**config.mk**
```make
export PLATFORM = sky130hd
export DESIGN_NAME = mem_port_arbiter
export DESIGN_NICKNAME = d
export VERILOG_FILES = /design/src/rtl/mem_arb_pkg.sv /design/src/rtl/mem_port_arbiter.sv
export SDC_FILE = /design/constraint.sdc
export NUM_CORES = 1
export LEC_CHECK = 0
export ABC_AREA = 1
export BUFFER_PORTS_ARGS = -buffer_cell sky130_fd_sc_hd__buf_4
export CAP_MARGIN = 20
export CORE_AREA = 3 3 225 227
export CTS_CLUSTER_SIZE = 10
export DETAILED_ROUTE_END_ITERATION = 8
export DIE_AREA = 0 0 228 230
export PLACE_DENSITY = 0.44
export SKIP_CTS_REPAIR_TIMING = 1
export SLEW_MARGIN = 5
export SYNTH_ARGS = -nofsm -noshare
export SYNTH_HDL_FRONTEND = slang
export SYNTH_SLANG_ARGS = --single-unit
```
**constraint.sdc**
```tcl
create_clock -name CLK -period 15.5 [get_ports CLK]
set_clock_uncertainty 0.2 [all_clocks]
set_input_delay 3.1 -clock CLK [delete_from_list [all_inputs] [get_ports CLK]]
set_output_delay 3.1 -clock CLK [all_outputs]
set_load 0.02 [all_outputs]
```
**src/rtl/mem_arb_pkg.sv**
```systemverilog
// mem_arb_pkg: shared types and sizing helper for the memory port arbiter.
package mem_arb_pkg;

    typedef enum logic [1:0] {IDLE, ACCESS, DONE} state_t;
    typedef enum logic {REQ_IF, REQ_D} req_t;

    function automatic int cnt_width(input int lat);
        return (lat < 1) ? 1 : $clog2(lat + 1);
    endfunction

endpackage

```
**src/rtl/mem_port_arbiter.sv**
```systemverilog
// mem_port_arbiter: shares one memory port between instruction fetch and data load/store,
// round-robin on contention, with a registered address/data phase and a one-cycle done pulse.
module mem_port_arbiter
    import mem_arb_pkg::*;
#(
    parameter int ADDR_W  = 64,
    parameter int DATA_W  = 64,
    parameter int MEM_LAT = 2
) (
    input  logic              CLK,
    input  logic              RESET,
    input  logic              if_req,
    input  logic [ADDR_W-1:0] if_addr,
    output logic              if_gnt,
    output logic              if_done,
    output logic [DATA_W-1:0] if_rdata,
    input  logic              d_req,
    input  logic              d_we,
    input  logic [ADDR_W-1:0] d_addr,
    input  logic [DATA_W-1:0] d_wdata,
    output logic              d_gnt,
    output logic              d_done,
    output logic [DATA_W-1:0] d_rdata,
    output logic [ADDR_W-1:0] mem_raddress,
    output logic [ADDR_W-1:0] mem_waddress,
    output logic [DATA_W-1:0] mem_datain,
    output logic              mem_wr,
    input  logic [DATA_W-1:0] mem_dataout,
    output logic              busy
);

    localparam int CNT_W = cnt_width(MEM_LAT);
    localparam logic [CNT_W-1:0] CNT_INIT = CNT_W'(MEM_LAT - 1);

    if (MEM_LAT < 1) begin : g_bad_lat
        $error("mem_port_arbiter: MEM_LAT must be >= 1");
    end

    state_t            state_q, state_d;
    req_t              owner_q, owner_d;
    req_t              last_q, last_d;
    logic [ADDR_W-1:0] addr_q, addr_d;
    logic [DATA_W-1:0] wdata_q, wdata_d;
    logic              we_q, we_d;
    logic [CNT_W-1:0]  cnt_q, cnt_d;
    logic [DATA_W-1:0] if_rdata_q, if_rdata_d;
    logic [DATA_W-1:0] d_rdata_q, d_rdata_d;
    logic              idle;

    always_ff @(posedge CLK or posedge RESET) begin
        if (RESET) begin
            state_q    <= IDLE;
            owner_q    <= REQ_IF;
            last_q     <= REQ_IF;
            addr_q     <= '0;
            wdata_q    <= '0;
            we_q       <= 1'b0;
            cnt_q      <= '0;
            if_rdata_q <= '0;
            d_rdata_q  <= '0;
        end else begin
            state_q    <= state_d;
            owner_q    <= owner_d;
            last_q     <= last_d;
            addr_q     <= addr_d;
            wdata_q    <= wdata_d;
            we_q       <= we_d;
            cnt_q      <= cnt_d;
            if_rdata_q <= if_rdata_d;
            d_rdata_q  <= d_rdata_d;
        end
    end

    always_comb begin
        state_d    = state_q;
        owner_d    = owner_q;
        last_d     = last_q;
        addr_d     = addr_q;
        wdata_d    = wdata_q;
        we_d       = we_q;
        cnt_d      = cnt_q;
        if_rdata_d = if_rdata_q;
        d_rdata_d  = d_rdata_q;
        case (state_q)
            IDLE: begin
                if (if_gnt || d_gnt) begin
                    state_d = ACCESS;
                    owner_d = d_gnt ? REQ_D : REQ_IF;
                    last_d  = owner_d;
                    addr_d  = d_gnt ? d_addr : if_addr;
                    wdata_d = d_gnt ? d_wdata : wdata_q;
                    we_d    = d_gnt && d_we;
                    cnt_d   = CNT_INIT;
                end
            end
            ACCESS: begin
                // writes take a single cycle; reads wait for the counter to expire
                if (we_q || cnt_q == '0) begin
                    state_d    = DONE;
                    d_rdata_d  = (!we_q && owner_q == REQ_D) ? mem_dataout : d_rdata_q;
                    if_rdata_d = (!we_q && owner_q == REQ_IF) ? mem_dataout : if_rdata_q;
                end else begin
                    cnt_d = cnt_q - CNT_W'(1);
                end
            end
            DONE:    state_d = IDLE;
            default: state_d = IDLE;
        endcase
    end

    always_comb begin
        idle         = state_q == IDLE && !RESET;
        d_gnt        = idle && d_req && (!if_req || last_q == REQ_IF);
        if_gnt       = idle && if_req && !d_gnt;
        if_done      = state_q == DONE && owner_q == REQ_IF;
        d_done       = state_q == DONE && owner_q == REQ_D;
        mem_wr       = state_q == ACCESS && we_q;
        busy         = state_q != IDLE;
        mem_raddress = addr_q;
        mem_waddress = addr_q;
        mem_datain   = wdata_q;
        if_rdata     = if_rdata_q;
        d_rdata      = d_rdata_q;
    end

endmodule

```
# --- Yosys cells after proc, flatten, opt, wreduce, memory -nomap -nowiden ---
# Index checks and enable logic that the tools add are counted.
word_totals:
  ff_bits: 262
  in_bits: 261
  output_inout_bits: 326
  elab_cells: 50
classes:
  n_addsub: 1
  n_eq_ne: 5
  n_mux: 7
  n_bitwise: 1
  reduce_logical: 28
op_table:
  columns: ["cell", "n"]
  rows:
  - ["$mux W64", 1]
  - ["$reduce_and A3 Y1", 4]
  - ["$logic_and A1 B1 Y1", 11]
  - ["$pmux W2 S2", 2]
  - ["$mux W2", 3]
  - ["$ne A2 B2 Y1 const B", 3]
  - ["$logic_not A1 Y1", 4]
  - ["$logic_not A2 Y1", 2]
  - ["$reduce_and A2 Y1", 2]
  - ["$reduce_bool A2 Y1", 2]
  - ["$logic_or A1 B1 Y1", 3]
  - ["$eq A2 B1 Y1 const B", 1]
  - ["$eq A2 B2 Y1 const B", 1]
  - ["$sub A2 B1 Y2 const B", 1]
  - ["$mux W1", 1]
  - ["$not A1 Y1", 1]

# --- Depth between registers and ports, before layout ---
# Gate-level depths: netlist of run 1.
logic_depth:
  word_depth: 9
  depth_mapped: 9
  mapped_depth_nobuf: 7

# --- Least setup slack after synthesis of run 1 ---
# No wires, ideal clock.
synth_timing:
  kind: "input to output"
  start: "in RESET"
  end: "out if_gnt"
  arrival_time_ns: 10.235
  t_required_ns: 12.200
  slack_ns: 1.965
  stages: 5
  path_buffers: 2
  cell_sequence: "inv_1 nand3_1 buf_2 buf_4 nor2_1"
synth_via:
  elab_chain_cells: 6
  word_cells_on_any_way: 7
  cone_classes: "reduce/logical (7)"
synth_lines:
  columns: ["element", "line_no", "source"]
  rows:
  - ["start, declared", "mem_port_arbiter.sv:11", "input logic RESET,"]
  - ["$logic_not A1 Y1 *", "mem_port_arbiter.sv:112", "idle = state_q == IDLE && !RESET;"]
  - ["$logic_and A1 B1 Y1 *", "mem_port_arbiter.sv:112", null]
  - ["$logic_and A1 B1 Y1 (2 in a row)", "mem_port_arbiter.sv:113", "d_gnt = idle && d_req && (!if_req || last_q == REQ_IF);"]
  - ["$logic_not A1 Y1", "mem_port_arbiter.sv:114", "if_gnt = idle && if_req && !d_gnt;"]
  - ["$logic_and A1 B1 Y1 *", "mem_port_arbiter.sv:114", null]
  - ["end, declared", "mem_port_arbiter.sv:14", "output logic if_gnt,"]
# Mark *: on every way between the ends. The rest lies on a longest branch, timed or not.

# --- Worst setup path in the final report of run 1 ---
layout_timing:
  start: "in if_req"
  end: "out d_gnt"
layout_via:
  elab_chain_cells: 3
layout_lines:
  columns: ["element", "line_no", "source"]
  rows:
  - ["start, declared", "mem_port_arbiter.sv:12", "input logic if_req,"]
  - ["$logic_not A1 Y1", "mem_port_arbiter.sv:113", null]
  - ["$logic_or A1 B1 Y1", "mem_port_arbiter.sv:113", null]
  - ["$logic_and A1 B1 Y1", "mem_port_arbiter.sv:113", null]
  - ["end, declared", "mem_port_arbiter.sv:21", "output logic d_gnt,"]
# No other way between the ends.

==> run metrics, run 1 <==
Seq cells post-synth=262; Synth Instances=1,341; clock buffer depth=3; Pleak=9.06 nW; internal power=2.23 mW; Clock Tree Root=clkbuf_16; status=complete, no violations; clock sink count=262; first-pass GRT wire length=67,900 microns; Setup crit start kind=input pin; Initial Util=23.6%; # rows=81; worst hold path class=flop to flop; Tot GR Track Use=16.6%; most common cell after layout, fill and taps aside=buf_4; post-synthesis sequential area ratio=57.0%; fmax=122 MHz; Worst EP required=12,200 ps; pre-CTS setup slack=7300 ps; main area contributors after synthesis=dfrtp_1 57%, nand2_1 15%, o21ai_0 5.2%, buf_4 5.2%, inv_1 4.4%; Clk pwr share=18.9%; clock slew at reported path FFs=50 ps; core area=0.0488 sq mm; r2r setup slk=12,330 ps; drt wl/cell=17.8 microns; final wirelength=44,800 microns; met3 Resource Use GR=3.90%; min Tclk post-route=8180 ps; vias in the first global route=10,700; Multi-input gate area=0.00358 sq mm; filler instances=5,223; Yosys cell types=22; combinational power share=48.8%; drt drc=0; FF+latch area=0.00656 sq mm; Ports=587; Overflow after GRT=0; gr busiest metal=met2; CTS tree=built; PnR worst setup slack=7320 ps; share of the synthesized area in the top cell type=57.0%; IO Port Bufs=586; Psw=1.70 mW; final worst-path cycle share=52.8%; initial antenna violation count=1; Crit Path Max Fanout=67; Slew Viols, Final=0; clock latency on the worst-skew pair=510 ps; Sequential Power Share=32.3%; vias per inst=4.14; max cap viols=0; largest net degree at the start of global routing=99; Hold Fails Final Rpt=0; Die Y=230 microns; Avg Synthesized Cell Area=8.58 sq um; vias=10,400; DRT iter0 DRCs=611; H-tree depth=2; Detailed Place HPWL=32,500 microns; number of endpoints failing setup at the final stage=0; RSZ-0062 raised after global routing=no; Slew Limit Headroom=30.1%; pwr/cell area=231 mW/mm^2; synthesized net count=1,603; crit end category=output pin; yosys warns=0; CP Class=input pin to output pin; Total Neg Setup Slack=0 ps; crit path DAT=4880 ps; CTS buffer count=34; met1 Usage GRT=20.0%; synthesized area=0.0115 sq mm; GPL Wtd Cong=0.839; share of cells above drive strength 1=35.4%; antenna viol nets, final=0; Pre-antenna DRT Iters=4; worst-margin pin slew=1050 ps; Peak VDD IR=0.0896 mV; grt met2 use=28.7%; nets=2,096; most frequent cells in the layout=597 x buf_4, 458 x nand2_1, 262 x dfrtp_1; area grow syn2layout=47.8%; Sw Ratio=43.3%; post-synth top area cell=dfrtp_1; DIE WIDTH=228 microns; Die ar.=0.0524 sq mm
-- Yosys cell counts (all sizes together) --
library cell and count:
nand2 461, dfrtp 262, nand3 4, ha 1
buf 124, nand3b 64, nand4 2, inv 138
o21ai 131, nor3 2, clkbuf 16, a21oi 64
nor2 72
-- power by group through the flow --
stage                     Sequential [mW]  Combinational [mW]  Clock, mW
after floorplan                      1.62               0.752          0
after global placement               1.27                1.95          0
after detailed placement             1.27                1.96          0
after CTS                            1.27                1.96      0.777
after global routing                 1.31                2.09      0.803
final                                1.27                1.92      0.744
-- kinds of logic (layout without fill, tap and decap cells) --
kind of cell / after synthesis / after routing / synth area share, %
AND/OR/NAND/NOR: 605 / 605 / 22.2
buffers and inverters: 278 / 789 / 12.2
flip-flops: 262 / 262 / 57.0
AO/OA/AOI/OAI: 195 / 195 / 8.58
adder cells (fa/ha/maj): 1 / 1 / 0.109
other: 0 / 1 / 0
-- worst max-delay path, cell delays in order --
cell,delay [ps]
buf_4,150
nand2_1,90
nand2_1,60
inv_2,40
buf_4,610
nand2_4,430
inv_2,190
buf_4,160
-- area by class of cell --
class	count	area share (%)
timing repair buffer	597	26.4
antenna	1	0.0147
multi-input combinational	801	21.0
sequential	262	38.6
inverter	138	3.09
tap	664	4.89
clock inverter	2	0.0809
clock buffer	52	6.00
-- metrics by stage --
step	utilization, %	instances	instance area, sq um	hold slack [ps]	total power, mW
after floorplan	-	1341	11500	291	2.37
after global placement	32.7	2462	16000	264	3.21
after detailed placement	32.7	2462	16000	267	3.23
after CTS	34.8	2516	17000	282	4.01
after global routing	34.8	2517	17000	300	4.20
final	34.8	2517	17000	279	3.93
-- per-layer routing --
| layer | wire (microns) | part of all wire [%] | up-vias |
|---|---|---|---|
| met1 | 17800 | 40 | 4928 |
| met5 | 0 | 0 | - |
| li1 | - | - | 5052 |
| met3 | 2830 | 6.3 | 85 |
| met4 | 1580 | 3.5 | 0 |
| met2 | 22600 | 50 | 347 |
-- flip-flops by register name, summed over array words and instances, names as in the netlist --
signal	flops
mem_datain	64
cnt_q	2
if_rdata	64
d_rdata	64
last_q	1
state_q	2
we_q	1
mem_raddress	64
-- final timing paths --
path,start,endpoint,cells after the start
max,if_req,d_gnt,8
min,mem_datain[0],mem_datain[0],2
max reg2reg,last_q,mem_raddress[34],9
min reg2reg,mem_datain[0],mem_datain[0],2
max in group asynchronous,RESET,d_rdata[19],4
min in group asynchronous,RESET,mem_raddress[28],2
(Power assumes the default switching activity.)
==> inputs of run 2 (changes only) <==
--- a/config.mk
+++ b/config.mk
@@ -12,7 +12,7 @@
 export CTS_CLUSTER_SIZE = 10
 export DETAILED_ROUTE_END_ITERATION = 8
 export DIE_AREA = 0 0 228 230
-export PLACE_DENSITY = 0.44
+export PLACE_DENSITY = 0.45
 export SKIP_CTS_REPAIR_TIMING = 1
 export SLEW_MARGIN = 5
 export SYNTH_ARGS = -nofsm -noshare
==> constraint.sdc (replaced) <==
create_clock -name CLK -period 7.47 [get_ports CLK]
set_clock_uncertainty 0.2 [all_clocks]
set_input_delay 1.494 -clock CLK [delete_from_list [all_inputs] [get_ports CLK]]
set_output_delay 1.494 -clock CLK [all_outputs]
set_load 0.02 [all_outputs]
==> run 2 against run 1 <==
Sequential share of layout area is essentially flat. Final cell count is 0.12% lower. Cell area barely moved. Sequential power grew 110%. Setup slack worse by 4400 ps. Via count is 1.5% lower. First-iteration DRC count down 8.5%.
==> run metrics, run 2 (synthesis results as in run 1) <==
final worst-path cycle share=60.4%; nets=2,097; worst hold path class=flop to flop; GPL Wtd Cong=0.802; IO Port Bufs=586; clock buffer depth=3; Hold Crit Start=mem_datain[5]; final wirelength=44,100 microns; CP max-delay cell=buf_4; Peak VDD IR=0.204 mV; FF-to-FF Start=state_q[0]; Detailed Place HPWL=31,500 microns; initial antenna violation count=3; worst path cell trace=buf_4, nand2_1, nand2_1, inv_2, buf_4, nor2_1, buf_4; Overflow after GRT=0; Max stage delay on crit path=640 ps; Multi-input gate area=0.00358 sq mm; PnR worst setup slack=2960 ps; Tot GR Track Use=16.2%; Worst EP required=5780 ps; fmax=221 MHz; pre-CTS setup slack=2970 ps; Clock Tree Root=clkbuf_16; share of cells above drive strength 1=35.3%; crit path DAT=2820 ps; Hold Path Stages=2; status=complete, no violations; CP Class=input pin to output pin; RSZ-0062 raised after global routing=no; r2r setup slk=4730 ps; most frequent CP cell=buf_4; Crit Path Max Fanout=66; clock sink count=262; clock latency on the worst-skew pair=530 ps; DRT iter0 DRCs=559; CTS tree=built; Initial Util=23.6%; vias in the first global route=10,500; CTS buffer count=34; Slew Viols, Final=0; vias per inst=4.08; FF+latch area=0.00656 sq mm; largest net degree at the start of global routing=138; max cap viols=0; Hold Fails Final Rpt=0; final std cells w/o fill=2,514; antenna viol nets, final=0; R2R cell count=8; Reg-to-Reg End=mem_raddress[59]; pwr/cell area=478 mW/mm^2; H-tree depth=2; Setup crit start kind=input pin; drt wl/cell=17.5 microns; Hold WS=276 ps; Ports=587; number of endpoints failing setup at the final stage=0; Slew Limit Headroom=32.1%; DIE WIDTH=228 microns; Pre-antenna DRT Iters=5; filler instances=5,189; vias=10,300; most frequent cells in the layout=597 x buf_4, 458 x nand2_1, 262 x dfrtp_1; placed instance area=0.0160 sq mm; area grow syn2layout=47.7%; Pleak=9.04 nW; Hold EP=mem_datain[5]; first-pass GRT wire length=66,700 microns; core area=0.0488 sq mm; Die ar.=0.0524 sq mm; Die Y=230 microns; drt drc=0; final instance area=0.0170 sq mm; clock slew at reported path FFs=60 ps; most common cell after layout, fill and taps aside=buf_4; # rows=81; worst-margin pin slew=1020 ps; min Tclk post-route=4510 ps; crit end category=output pin; Placed Cells=2,463; Core Util, Final=34.8%
==> run 2: metrics by stage <==
stage	setup TNS (ps)	power, mW
CTS	0	8.27
global route	0	8.67
global placement	0	6.64
floorplan	-772	4.93
detailed placement	0	6.68
finish	0	8.13
==> run 2: area by class of cell <==
class,instances,area share [%]
antenna,1,0.0147
clock buffer,45,5.49
clock inverter,5,0.427
inverter,138,3.07
multi-input combinational,801,21.0
sequential,262,38.6
tap,664,4.89
timing repair buffer,598,26.5
==> run 2: layer usage <==
metal / track usage [%] / wire, microns / up-vias
li1: - / - / 5045
met1: 19.1 / 17400 / 4803
met2: 28.6 / 22400 / 341
met3: 4.93 / 3100 / 58
met4: 4.76 / 1080 / 4
met5: 0 / 23 / -
==> run 2: worst max path at each step <==
stage | to | slack (ps) | startpoint
floorplan | if_gnt | -770 | RESET
global placement | if_gnt | 2940 | if_req
detailed placement | if_gnt | 2970 | if_req
CTS | if_gnt | 2970 | if_req
global route | if_gnt | 2850 | if_req
finish | if_gnt | 2960 | if_req
==> run 2: where the power goes <==
part / switching [mW] / total (mW) / internal, mW
Sequential: 0.505 / 2.63 / 2.13
Combinational: 2.40 / 3.97 / 1.57
Clock: 0.623 / 1.53 / 0.905
==> run 2: worst max-delay path: cells and delay by family <==
family                 cells  cell delay, ps
AND/OR/NAND/NOR            3             240
buffers and inverters      4            1040
